--- src/rtl/hazard_pkg.sv ---
// Shared definitions for the forwarding/hazard unit: forward-select encoding
// and default register-index width.
package hazard_pkg;

  localparam int unsigned DEFAULT_REG_ADDR_W = 5;

  // Forward-select encoding: 0 reads the regfile, stage s is FWD_STAGE_BASE + s.
  typedef enum int unsigned {
    FWD_REGFILE    = 0,
    FWD_STAGE_BASE = 1
  } fwd_sel_t;

endpackage

--- src/rtl/hazard_forward_unit_if.sv ---
// Bus between the ID/EX pipeline logic and the forwarding/hazard unit.
interface hazard_forward_unit_if
  import hazard_pkg::*;
#(
  parameter int unsigned NUM_FWD_SRC    = 2,
  parameter int unsigned NUM_READ_PORTS = 2,
  parameter int unsigned REG_ADDR_W     = DEFAULT_REG_ADDR_W,
  parameter int unsigned MAX_LAT        = 8
);

  localparam int unsigned SEL_W = $clog2(NUM_FWD_SRC + 1);
  localparam int unsigned CNT_W = $clog2(MAX_LAT + 1);

  logic                                 in_IDEX_valid;
  logic [NUM_READ_PORTS*REG_ADDR_W-1:0] in_IDEX_rs;
  logic [NUM_FWD_SRC*REG_ADDR_W-1:0]    in_fwd_rd;
  logic [NUM_FWD_SRC-1:0]               in_fwd_write_enable;
  logic [NUM_FWD_SRC-1:0]               in_fwd_data_ready;
  logic                                 in_issue_valid;
  logic [REG_ADDR_W-1:0]                in_issue_rd;
  logic [CNT_W-1:0]                     in_issue_latency;
  logic                                 in_flush;
  logic [NUM_READ_PORTS*SEL_W-1:0]      out_fwd_sel;
  logic                                 out_stall;
  logic [31:0]                          out_stall_count;

  modport master (
    output in_IDEX_valid, in_IDEX_rs, in_fwd_rd, in_fwd_write_enable,
           in_fwd_data_ready, in_issue_valid, in_issue_rd, in_issue_latency,
           in_flush,
    input  out_fwd_sel, out_stall, out_stall_count
  );

  modport slave (
    input  in_IDEX_valid, in_IDEX_rs, in_fwd_rd, in_fwd_write_enable,
           in_fwd_data_ready, in_issue_valid, in_issue_rd, in_issue_latency,
           in_flush,
    output out_fwd_sel, out_stall, out_stall_count
  );

endinterface

--- src/rtl/hazard_forward_unit_reg_scoreboard.sv ---
// Per-register countdown scoreboard for long-latency ops; x0 has no entry.
// Reports, per read port, whether the addressed register is still pending.
module reg_scoreboard
  import hazard_pkg::*;
#(
  parameter int unsigned NUM_READ_PORTS = 2,
  parameter int unsigned REG_ADDR_W     = DEFAULT_REG_ADDR_W,
  parameter int unsigned MAX_LAT        = 8,
  localparam int unsigned CNT_W         = $clog2(MAX_LAT + 1)
) (
  input  logic                                 clk,
  input  logic                                 reset,
  input  logic                                 issue_valid,
  input  logic [REG_ADDR_W-1:0]                issue_rd,
  input  logic [CNT_W-1:0]                     issue_latency,
  input  logic [NUM_READ_PORTS*REG_ADDR_W-1:0] rd_addr,
  output logic [NUM_READ_PORTS-1:0]            pending
);

  localparam int unsigned NUM_REGS = 2 ** REG_ADDR_W;

  logic [CNT_W-1:0] cnt_q [1:NUM_REGS-1];
  logic [CNT_W-1:0] cnt_d [1:NUM_REGS-1];
  logic [CNT_W-1:0] lat_clamped;

  always_comb begin
    lat_clamped = (issue_latency > CNT_W'(MAX_LAT)) ? CNT_W'(MAX_LAT) : issue_latency;
  end

  // Decrement everything; an issue loads max(decremented, L), covering WAW.
  always_comb begin
    for (int r = 1; r < NUM_REGS; r++) begin
      cnt_d[r] = (cnt_q[r] != '0) ? cnt_q[r] - CNT_W'(1) : '0;
      if (issue_valid && (issue_rd == REG_ADDR_W'(r)) && (issue_latency != '0) &&
          (lat_clamped > cnt_d[r])) begin
        cnt_d[r] = lat_clamped;
      end
    end
  end

  always_ff @(posedge clk) begin
    if (!reset) begin
      for (int r = 1; r < NUM_REGS; r++) cnt_q[r] <= '0;
    end else begin
      for (int r = 1; r < NUM_REGS; r++) cnt_q[r] <= cnt_d[r];
    end
  end

  always_comb begin
    pending = '0;
    for (int p = 0; p < NUM_READ_PORTS; p++) begin
      for (int r = 1; r < NUM_REGS; r++) begin
        if ((rd_addr[p*REG_ADDR_W +: REG_ADDR_W] == REG_ADDR_W'(r)) && (cnt_q[r] != '0)) begin
          pending[p] = 1'b1;
        end
      end
    end
  end

endmodule

--- src/rtl/hazard_forward_unit.sv ---
// Forwarding/hazard unit beside ID/EX: per-port forward select, load-use and
// long-latency stall detection, and a saturating stall-cycle counter.
module hazard_forward_unit
  import hazard_pkg::*;
#(
  parameter int unsigned NUM_FWD_SRC    = 2,
  parameter int unsigned NUM_READ_PORTS = 2,
  parameter int unsigned REG_ADDR_W     = DEFAULT_REG_ADDR_W,
  parameter int unsigned MAX_LAT        = 8
) (
  input logic                  clk,
  input logic                  reset,
  hazard_forward_unit_if.slave bus
);

  localparam int unsigned SEL_W = $clog2(NUM_FWD_SRC + 1);

  logic [NUM_READ_PORTS-1:0] sb_pending;
  logic [NUM_READ_PORTS-1:0] load_use;
  logic [31:0]               stall_count_q;

  reg_scoreboard #(
    .NUM_READ_PORTS(NUM_READ_PORTS),
    .REG_ADDR_W    (REG_ADDR_W),
    .MAX_LAT       (MAX_LAT)
  ) u_scoreboard (
    .clk          (clk),
    .reset        (reset),
    .issue_valid  (bus.in_issue_valid),
    .issue_rd     (bus.in_issue_rd),
    .issue_latency(bus.in_issue_latency),
    .rd_addr      (bus.in_IDEX_rs),
    .pending      (sb_pending)
  );

  for (genvar p = 0; p < NUM_READ_PORTS; p++) begin : g_port
    logic [REG_ADDR_W-1:0] rs;
    logic [SEL_W-1:0]      sel;
    logic                  hit_ready;

    assign rs = bus.in_IDEX_rs[p*REG_ADDR_W +: REG_ADDR_W];

    // Scan oldest to youngest so the youngest matching stage wins.
    always_comb begin
      sel       = SEL_W'(FWD_REGFILE);
      hit_ready = 1'b1;
      for (int s = NUM_FWD_SRC - 1; s >= 0; s--) begin
        if ((rs != '0) && bus.in_fwd_write_enable[s] &&
            (bus.in_fwd_rd[s*REG_ADDR_W +: REG_ADDR_W] == rs)) begin
          sel       = SEL_W'(s + int'(FWD_STAGE_BASE));
          hit_ready = bus.in_fwd_data_ready[s];
        end
      end
    end

    assign bus.out_fwd_sel[p*SEL_W +: SEL_W] = sel;
    assign load_use[p] = !hit_ready;
  end

  assign bus.out_stall = bus.in_IDEX_valid && !bus.in_flush && (|(load_use | sb_pending));

  always_ff @(posedge clk) begin
    if (!reset) begin
      stall_count_q <= '0;
    end else if (bus.out_stall && (stall_count_q != 32'hFFFF_FFFF)) begin
      stall_count_q <= stall_count_q + 32'd1;
    end
  end

  assign bus.out_stall_count = stall_count_q;

endmodule

--- src/flat_wrapper.sv ---
// flat-port wrapper written by rule: the top's interface ports become plain ports
module hazard_forward_unit_flat import hazard_pkg::*;
#(
  parameter int unsigned NUM_FWD_SRC    = 2,
  parameter int unsigned NUM_READ_PORTS = 2,
  parameter int unsigned REG_ADDR_W     = DEFAULT_REG_ADDR_W,
  parameter int unsigned MAX_LAT        = 8
)
  (clk, reset, bus_in_IDEX_valid, bus_in_IDEX_rs, bus_in_fwd_rd, bus_in_fwd_write_enable, bus_in_fwd_data_ready, bus_in_issue_valid, bus_in_issue_rd, bus_in_issue_latency, bus_in_flush, bus_out_fwd_sel, bus_out_stall, bus_out_stall_count);
  hazard_forward_unit_if #(.NUM_FWD_SRC(NUM_FWD_SRC), .NUM_READ_PORTS(NUM_READ_PORTS), .REG_ADDR_W(REG_ADDR_W), .MAX_LAT(MAX_LAT)) bus_i ();
  input logic clk;
  input logic reset;
  input wire logic [$bits(bus_i.in_IDEX_valid)-1:0] bus_in_IDEX_valid;
  input wire logic [$bits(bus_i.in_IDEX_rs)-1:0] bus_in_IDEX_rs;
  input wire logic [$bits(bus_i.in_fwd_rd)-1:0] bus_in_fwd_rd;
  input wire logic [$bits(bus_i.in_fwd_write_enable)-1:0] bus_in_fwd_write_enable;
  input wire logic [$bits(bus_i.in_fwd_data_ready)-1:0] bus_in_fwd_data_ready;
  input wire logic [$bits(bus_i.in_issue_valid)-1:0] bus_in_issue_valid;
  input wire logic [$bits(bus_i.in_issue_rd)-1:0] bus_in_issue_rd;
  input wire logic [$bits(bus_i.in_issue_latency)-1:0] bus_in_issue_latency;
  input wire logic [$bits(bus_i.in_flush)-1:0] bus_in_flush;
  output wire logic [$bits(bus_i.out_fwd_sel)-1:0] bus_out_fwd_sel;
  output wire logic [$bits(bus_i.out_stall)-1:0] bus_out_stall;
  output wire logic [$bits(bus_i.out_stall_count)-1:0] bus_out_stall_count;
  assign bus_i.in_IDEX_valid = bus_in_IDEX_valid;
  assign bus_i.in_IDEX_rs = bus_in_IDEX_rs;
  assign bus_i.in_fwd_rd = bus_in_fwd_rd;
  assign bus_i.in_fwd_write_enable = bus_in_fwd_write_enable;
  assign bus_i.in_fwd_data_ready = bus_in_fwd_data_ready;
  assign bus_i.in_issue_valid = bus_in_issue_valid;
  assign bus_i.in_issue_rd = bus_in_issue_rd;
  assign bus_i.in_issue_latency = bus_in_issue_latency;
  assign bus_i.in_flush = bus_in_flush;
  assign bus_out_fwd_sel = bus_i.out_fwd_sel;
  assign bus_out_stall = bus_i.out_stall;
  assign bus_out_stall_count = bus_i.out_stall_count;
  hazard_forward_unit #(.NUM_FWD_SRC(NUM_FWD_SRC), .NUM_READ_PORTS(NUM_READ_PORTS), .REG_ADDR_W(REG_ADDR_W), .MAX_LAT(MAX_LAT)) u_core (.clk(clk), .reset(reset), .bus(bus_i));
endmodule
--- config.mk ---
export PLATFORM = sky130hd
export DESIGN_NAME = hazard_forward_unit_flat
export DESIGN_NICKNAME = d
export VERILOG_FILES = /design/src/rtl/hazard_pkg.sv /design/src/rtl/hazard_forward_unit_if.sv /design/src/rtl/hazard_forward_unit_reg_scoreboard.sv /design/src/rtl/hazard_forward_unit.sv /design/src/flat_wrapper.sv
export SDC_FILE = /design/constraint.sdc
export NUM_CORES = 1
export LEC_CHECK = 0
export CORE_UTILIZATION = 45
export CTS_CLUSTER_SIZE = 28
export DETAILED_ROUTE_END_ITERATION = 6
export PLACE_DENSITY = 0.74
export SLEW_MARGIN = 25
export SYNTH_ARGS = -nofsm -noshare
export SYNTH_HDL_FRONTEND = slang
export SYNTH_SLANG_ARGS = --single-unit
--- constraint.sdc ---
create_clock -name clk -period 4.3 [get_ports clk]
set_input_delay 0.645 -clock clk [delete_from_list [all_inputs] [get_ports clk]]
set_output_delay 0.645 -clock clk [all_outputs]
set_load 0.05 [all_outputs]
==> impl_metrics.json, run 1 <==
{
  "placed_cells": 1720,
  "row_count": 57,
  "yosys_warnings": 0,
  "setup.worst_path.class": "in2out",
  "antenna_found_initial": 1,
  "htree_levels": 4,
  "drv_cap": 0,
  "hp-class": "reg2reg",
  "postPlaceCellArea_um2": 12500,
  "setup_tns_ns": 0,
  "period_needed_ns": 4.06,
  "dieWidth_um": 161,
  "cp.required_ns": 3.65,
  "status": "finished clean",
  "power_mw": 3.39,
  "regToRegStartpoint": "u_core.u_scoreboard.cnt_q[1][49]$_SDFF_PN0_",
  "ys_seq_area_share_pct": 27.5,
  "synthCells": 1347,
  "drc": 0,
  "wl_per_cell_um": 17.3,
  "numPortBuffers": 74,
  "grt_util_met3_pct": 3.41,
  "postCtsSetupBuffers": 0,
  "track_usage_pct": 23.4,
  "grt_use_met2_pct": 39.2,
  "fin_nets": 1578,
  "drt_iter0_markers": 694,
  "skew_ns": 0.0113,
  "hp-start": "u_core.bus.out_stall_count[14]$_SDFFE_PN0P_",
  "core_um2": 24500,
  "numCtsBuffers": 17,
  "postCtsResizedCells": 0,
  "avgSynthCellArea_um2": 8.43,
  "power_leakage_nw": 6.00,
  "power_density_nw_per_um2": 260,
  "ant_nets": 0,
  "synth-async-reset-ratio_pct": 0,
  "cp_max_fo": 12,
  "critPathCaptureType": "output pin",
  "routed_wl_um": 30200,
  "ios": 75,
  "cts_root_buf": "clkbuf_16",
  "cts_hold_buf": 0,
  "grt_util_met1_pct": 30.1,
  "hpwl_um": 21100,
  "maxSlewViolCount": 0,
  "hold_violations": 0,
  "stdcell_count": 1753,
  "grt_busiest_layer": "met2",
  "synth-seq-cells": 156,
  "clock_path_buffers": 2,
  "initial_utilization_pct": 46.3,
  "ys.flop_type": "dfxtp_1",
  "num_vias": 10500,
  "vias_per_cell": 5.98,
  "synth-edff-count": 0,
  "peakVddDrop_v": 0.000211,
  "clock_latency_ns": 0.44,
  "fin_crit_sh_pct": 94.3,
  "synth_nets": 1510,
  "die_height_um": 161,
  "maxSlewHeadroom_pct": 32.7,
  "design_area_um2": 13100,
  "final_layout_size_suffix_gt1_share_pct": 8.12,
  "clock.fmax_mhz": 247,
  "grt_pass1_vias": 9786,
  "drt_first_pass_iters": 6,
  "routabilityCongestion": 0.932,
  "setup_viol": 0,
  "cts_tree": "done",
  "ys_types": 60,
  "grt_max_degree": 96,
  "clk_pin_slew_ns": 0.06,
  "fillerInstances": 2283,
  "crit_start": "bus_in_IDEX_rs[6]",
  "grt_first_pass_wirelength_um": 49000,
  "worst_slew_pin_slew_ns": 1.01,
  "overflow": 0,
  "synth_area_um2": 11400,
  "arrival_ns": 3.41,
  "die_area_um2": 25900,
  "startpoint_type": "primary input",
  "area_growth_pct": 14.9,
  "rsz0062_at_grt": "false",
  "cts.sink_count": 156
}
-- state kept, by name, indices dropped and copies added (netlist names) --
| signal | cells |
|---|---|
| u_core.u_scoreboard.cnt_q | 124 |
| u_core.bus.out_stall_count | 32 |
-- layout by cell type, fill, tap and decap left out, drive strengths merged, types with 12 or more instances in the layout --
master | netlist | final
a21oi | 93 | 93
and2 | 32 | 32
buf | 15 | 33
clkbuf | 40 | 19
clkdlybuf4s50 | 0 | 71
dfxtp | 156 | 156
ha | 125 | 125
inv | 22 | 28
mux2i | 67 | 67
nand2 | 79 | 79
nand2b | 16 | 16
nand3 | 29 | 29
nand4 | 37 | 37
nor2 | 145 | 145
nor2b | 43 | 43
nor3 | 20 | 20
nor3b | 35 | 35
nor4 | 35 | 35
o2111ai | 30 | 30
o211a | 54 | 54
o21a | 59 | 59
o21ai | 43 | 43
o31ai | 23 | 23
or2 | 34 | 34
or4 | 20 | 20
xnor2 | 12 | 12
-- critical path: stages --
cell,delay (ns)
clkdlybuf4s50_1,0.77
nand2b_1,0.28
o22ai_1,0.12
o31ai_1,0.29
a21oi_1,0.11
o31a_1,0.34
o41ai_4,0.47
inv_2,0.16
buf_4,0.22
-- area by class of cell --
type,instances,area (um^2),share of cell area [%]
Sequential cell,156,3120,23.9
Clock buffer,19,443,3.39
Timing Repair Buffer,104,978,7.50
Tap cell,324,405,3.11
Inverter,22,82.6,0.633
Clock inverter,13,109,0.834
Antenna cell,1,2.50,0.0192
Multi-Input combinational cell,1114,7910,60.6
-- stage by stage --
stage	hold WS, ns	utilization, %	setup WS (ns)
2_1_floorplan	0.569	-	0.617
3_3_place_gp	0.483	50.9	0.293
3_5_place_dp	0.491	50.9	0.277
4_1_cts	0.501	53.2	0.273
5_1_grt	0.524	53.2	0.129
6_report	0.498	53.2	0.243
-- path summary, 6_finish.rpt --
kind	to	slack, ns	cells after the start
worst min-delay path	u_core.bus.out_stall_count[14]$_SDFFE_PN0P_	0.50	2
worst max register to register	u_core.bus.out_stall_count[11]$_SDFFE_PN0P_	1.01	9
worst min register to register	u_core.bus.out_stall_count[14]$_SDFFE_PN0P_	0.50	2
worst max-delay path	bus_out_stall	0.24	9
-- logic make-up (layout without fill, tap and decap cells) --
kind of cell	after synthesis	count (layout)	share of synthesized area (%)
other	0	1	0
flip-flops	156	156	27.5
buffers and inverters	77	158	2.92
XOR/XNOR	20	20	1.54
AND/OR/NAND/NOR	549	549	25.7
AO/OA/AOI/OAI	344	344	21.6
multiplexers	76	76	6.99
adder cells (fa/ha/maj)	125	125	13.8
-- Yosys cell counts (all sizes together), types with 3 or more instances --
cell,instances,share of area [%]
nor3,20,0.93
nor2,145,4.8
inv,22,0.73
nand4,37,2.0
a21oi,93,4.1
clkbuf,40,1.3
or2,34,1.9
o2111ai,30,2.3
and4,3,0.23
or3,7,0.39
buf,15,0.87
and3,11,0.61
o22ai,8,0.44
mux2i,67,5.9
nor2b,43,2.4
or4,20,1.3
xor2,8,0.62
dfxtp,156,27
a211oi,8,0.53
mux2,7,0.69
and2,32,1.8
o21a,59,3.9
nand2,79,2.6
nor4,35,2.0
nor3b,35,2.3
o31a,4,0.31
a2111oi,3,0.23
xnor2,12,0.93
o211a,54,4.8
o31ai,23,1.5
nand2b,16,0.88
o21ai,43,1.9
nand3,29,1.3
ha,125,14
-- routing by layer --
layer / part of all wire [%] / vias to the layer above / wire, um
met5: 0 / - / 0
met3: 4.5 / 56 / 1370
met1: 47 / 4970 / 14200
li1: - / 5203 / -
met4: 2.8 / 0 / 860
met2: 46 / 260 / 13800
-- power breakdown --
group	internal [mW]	switching, mW	total, mW
Sequential	1.46	0.0115	1.47
Clock	0.767	0.672	1.44
Combinational	0.200	0.287	0.487
Total	2.42	0.970	3.39
No activity file was read; power rests on OpenSTA's default activity.
==> run 2, diff against run 1 <==
--- a/config.mk
+++ b/config.mk
@@ -8,7 +8,7 @@
 export CORE_UTILIZATION = 45
 export CTS_CLUSTER_SIZE = 28
 export DETAILED_ROUTE_END_ITERATION = 6
-export PLACE_DENSITY = 0.74
+export PLACE_DENSITY = 0.77
 export SLEW_MARGIN = 25
 export SYNTH_ARGS = -nofsm -noshare
 export SYNTH_HDL_FRONTEND = slang
==> constraint.sdc (replaced) <==
create_clock -name clk -period 3.4 [get_ports clk]
set_input_delay 0.51 -clock clk [delete_from_list [all_inputs] [get_ports clk]]
set_output_delay 0.51 -clock clk [all_outputs]
set_load 0.05 [all_outputs]
==> run 2 against run 1 <==
Utilization rose by 2.2 points; die area did not move; final cell count rose by 3.2%; global-route usage rose by 0.58 points; clock skew rose by 0.0042 ns; power rose by 28%; hold slack improved by 0.0012 ns; combinational power rose by 36%; final area rose by 4.2%; register-to-register slack got worse by 0.56 ns; routed wire length rose by 2.7%; sequential share of layout area fell by 0.95 points; critical path type is now reg2out; largest power group unchanged.
==> impl_metrics.json, run 2 (synthesized netlist as in run 1, its figures left out) <==
{
  "status": "finished clean",
  "cts.sink_count": 156,
  "placed_cells": 1776,
  "dp_slack_ns": -0.0905,
  "cts_root_buf": "clkbuf_16",
  "die_height_um": 161,
  "vias_per_cell": 6.03,
  "worst_slew_pin_slew_ns": 1.01,
  "hp-class": "reg2reg",
  "hp-start": "u_core.bus.out_stall_count[14]$_SDFFE_PN0P_",
  "setup.worst_path.class": "reg2out",
  "drt_iter0_markers": 631,
  "peakVddDrop_v": 0.000225,
  "regToRegStartpoint": "u_core.u_scoreboard.cnt_q[1][42]$_SDFF_PN0_",
  "skew_ns": 0.0155,
  "whs_ns": 0.499,
  "numPortBuffers": 74,
  "final_common_cell": "dfxtp_1",
  "ios": 75,
  "cts_hold_buf": 0,
  "drt_first_pass_iters": 5,
  "setup_viol": 0,
  "rsz0062_at_grt": "false",
  "mostFrequentLayoutCells": "dfxtp_1, nor2_1, ha_1",
  "hpwl_um": 21600,
  "core_um2": 24500,
  "grt_pass1_vias": 10300,
  "initial_utilization_pct": 46.3,
  "clk_pin_slew_ns": 0.07,
  "reg2regPathDepth": 12,
  "design_area_um2": 13600,
  "arrival_ns": 2.76,
  "numCtsBuffers": 17,
  "grt_first_pass_wirelength_um": 50400,
  "critPathBufInv": 3,
  "power_density_nw_per_um2": 319,
  "routed_wl_um": 31000,
  "fin_crit_sh_pct": 96.2,
  "min_path_cells": 2,
  "setup_slack_ns": 0.129,
  "row_count": 57,
  "wl_per_cell_um": 17.2,
  "maxSlewHeadroom_pct": 32.3,
  "startpoint_type": "flop",
  "final_core_util_pct": 55.4,
  "hold_violations": 0,
  "drc": 0,
  "area_growth_pct": 19.7,
  "min_to": "u_core.bus.out_stall_count[14]$_SDFFE_PN0P_",
  "clock.fmax_mhz": 306,
  "ant_nets": 0,
  "r2r_end": "u_core.bus.out_stall_count[17]$_SDFFE_PN0P_",
  "antenna_found_initial": 0,
  "critPathCaptureType": "output pin",
  "worstPathCellList": "or2_1 > nor3_4 > nor3_1 > o311a_1 > o31a_1 > o41ai_4 > buf_4 > inv_2 > buf_6",
  "slowest_stage": "o311a_1",
  "postPlaceCellArea_um2": 12900,
  "n_antenna_cell": 0,
  "max_flop_register": "u_core.u_scoreboard.cnt_q",
  "cp.required_ns": 2.89,
  "stdcell_count": 1809,
  "clock_path_buffers": 2,
  "max_stage_delay_ns": 0.34,
  "crit_family": "compound AO/OA/AOI/OAI gates",
  "cts_tree": "done",
  "routabilityCongestion": 0.912,
  "cp_max_fo": 5,
  "grt_max_degree": 96,
  "largest_reg_flops": 124,
  "reg2reg_slack_ns": 0.45,
  "track_usage_pct": 24.0,
  "overflow": 0,
  "clock_latency_ns": 0.44,
  "htree_levels": 4,
  "period_needed_ns": 3.27,
  "drv_cap": 0,
  "maxSlewViolCount": 0,
  "num_vias": 10900,
  "power_leakage_nw": 6.41,
  "final_layout_size_suffix_gt1_share_pct": 12.5,
  "die_area_um2": 25900,
  "fin_nets": 1635,
  "dieWidth_um": 161
}
## run 2: cell count changes in the layout (fill, tap and decap cells not counted), sizes merged
cell / before / now
buf: 33 / 94
clkdlybuf4s50: 71 / 57
dlymetal6s2s: 0 / 10
clkinv: 1 / 5
clkinvlp: 6 / 3
diode: 1 / 0
inv: 28 / 27
## run 2: layout make-up
cell class	instances	area, um^2
clock buffer	19	443
clock inverter	13	109
fill	2257	10900
inverter	22	82.6
multi-input combinational	1114	7980
sequential	156	3120
tap	324	405
timing repair buffer	161	1450
## run 2: timing repair
item                       4_1_cts  5_1_grt
setup buffers                    1        0
setup endpoints to repair        1        1
pin swaps                        2        4
resized for setup                1       22
## run 2: worst reg2reg max path, stage by stage (launching register included)
cell	delay [ns]
dfxtp_1	0.41
nor4_1	0.10
buf_4	0.16
mux4_2	0.45
o21a_1	0.17
o21ai_0	0.07
o31a_1	0.21
o41ai_4	0.07
buf_4	0.19
buf_4	0.14
buf_4	0.22
or4_1	0.53
a21oi_1	0.15
## run 2: worst max-delay path by stage
stage | startpoint | end | slack (ns) | cells after the start
4_1_cts | bus_in_IDEX_rs[6] | bus_out_stall | 0.004 | 10
6_report | u_core.u_scoreboard.cnt_q[0][32]$_SDFF_PN0_ | bus_out_stall | 0.13 | 9
3_3_place_gp | bus_in_IDEX_rs[0] | bus_out_stall | -0.02 | 10
5_1_grt | u_core.u_scoreboard.cnt_q[0][44]$_SDFF_PN0_ | bus_out_stall | 0.01 | 9
3_5_place_dp | bus_in_IDEX_rs[5] | u_core.bus.out_stall_count[18]$_SDFFE_PN0P_ | -0.09 | 12
2_1_floorplan | bus_in_issue_latency[3] | u_core.u_scoreboard.cnt_q[1][35]$_SDFF_PN0_ | 0.04 | 10
## run 2: metrics by stage
step           TNS (ns)  power, mW
5_1_grt               0       4.51
3_5_place_dp      -1.20       2.55
2_1_floorplan         0       2.30
3_3_place_gp    -0.0169       2.52
4_1_cts               0       4.36
6_report              0       4.33
## run 2: power breakdown
group          internal [mW]  total, mW  switching [mW]  leakage [nW]
logic                  0.286      0.661           0.375          4.89
registers               1.84       1.86          0.0146          1.26
clock network          0.970       1.81           0.843         0.263
## run 2: routing by layer
layer  routed length, um  GRT usage (%)  vias up
met3                1880           3.85       52
met1               13700           30.2     5188
met5                   0              0        -
li1                    -              -     5334
met2               14700           40.8      341
met4                 765           9.26        0
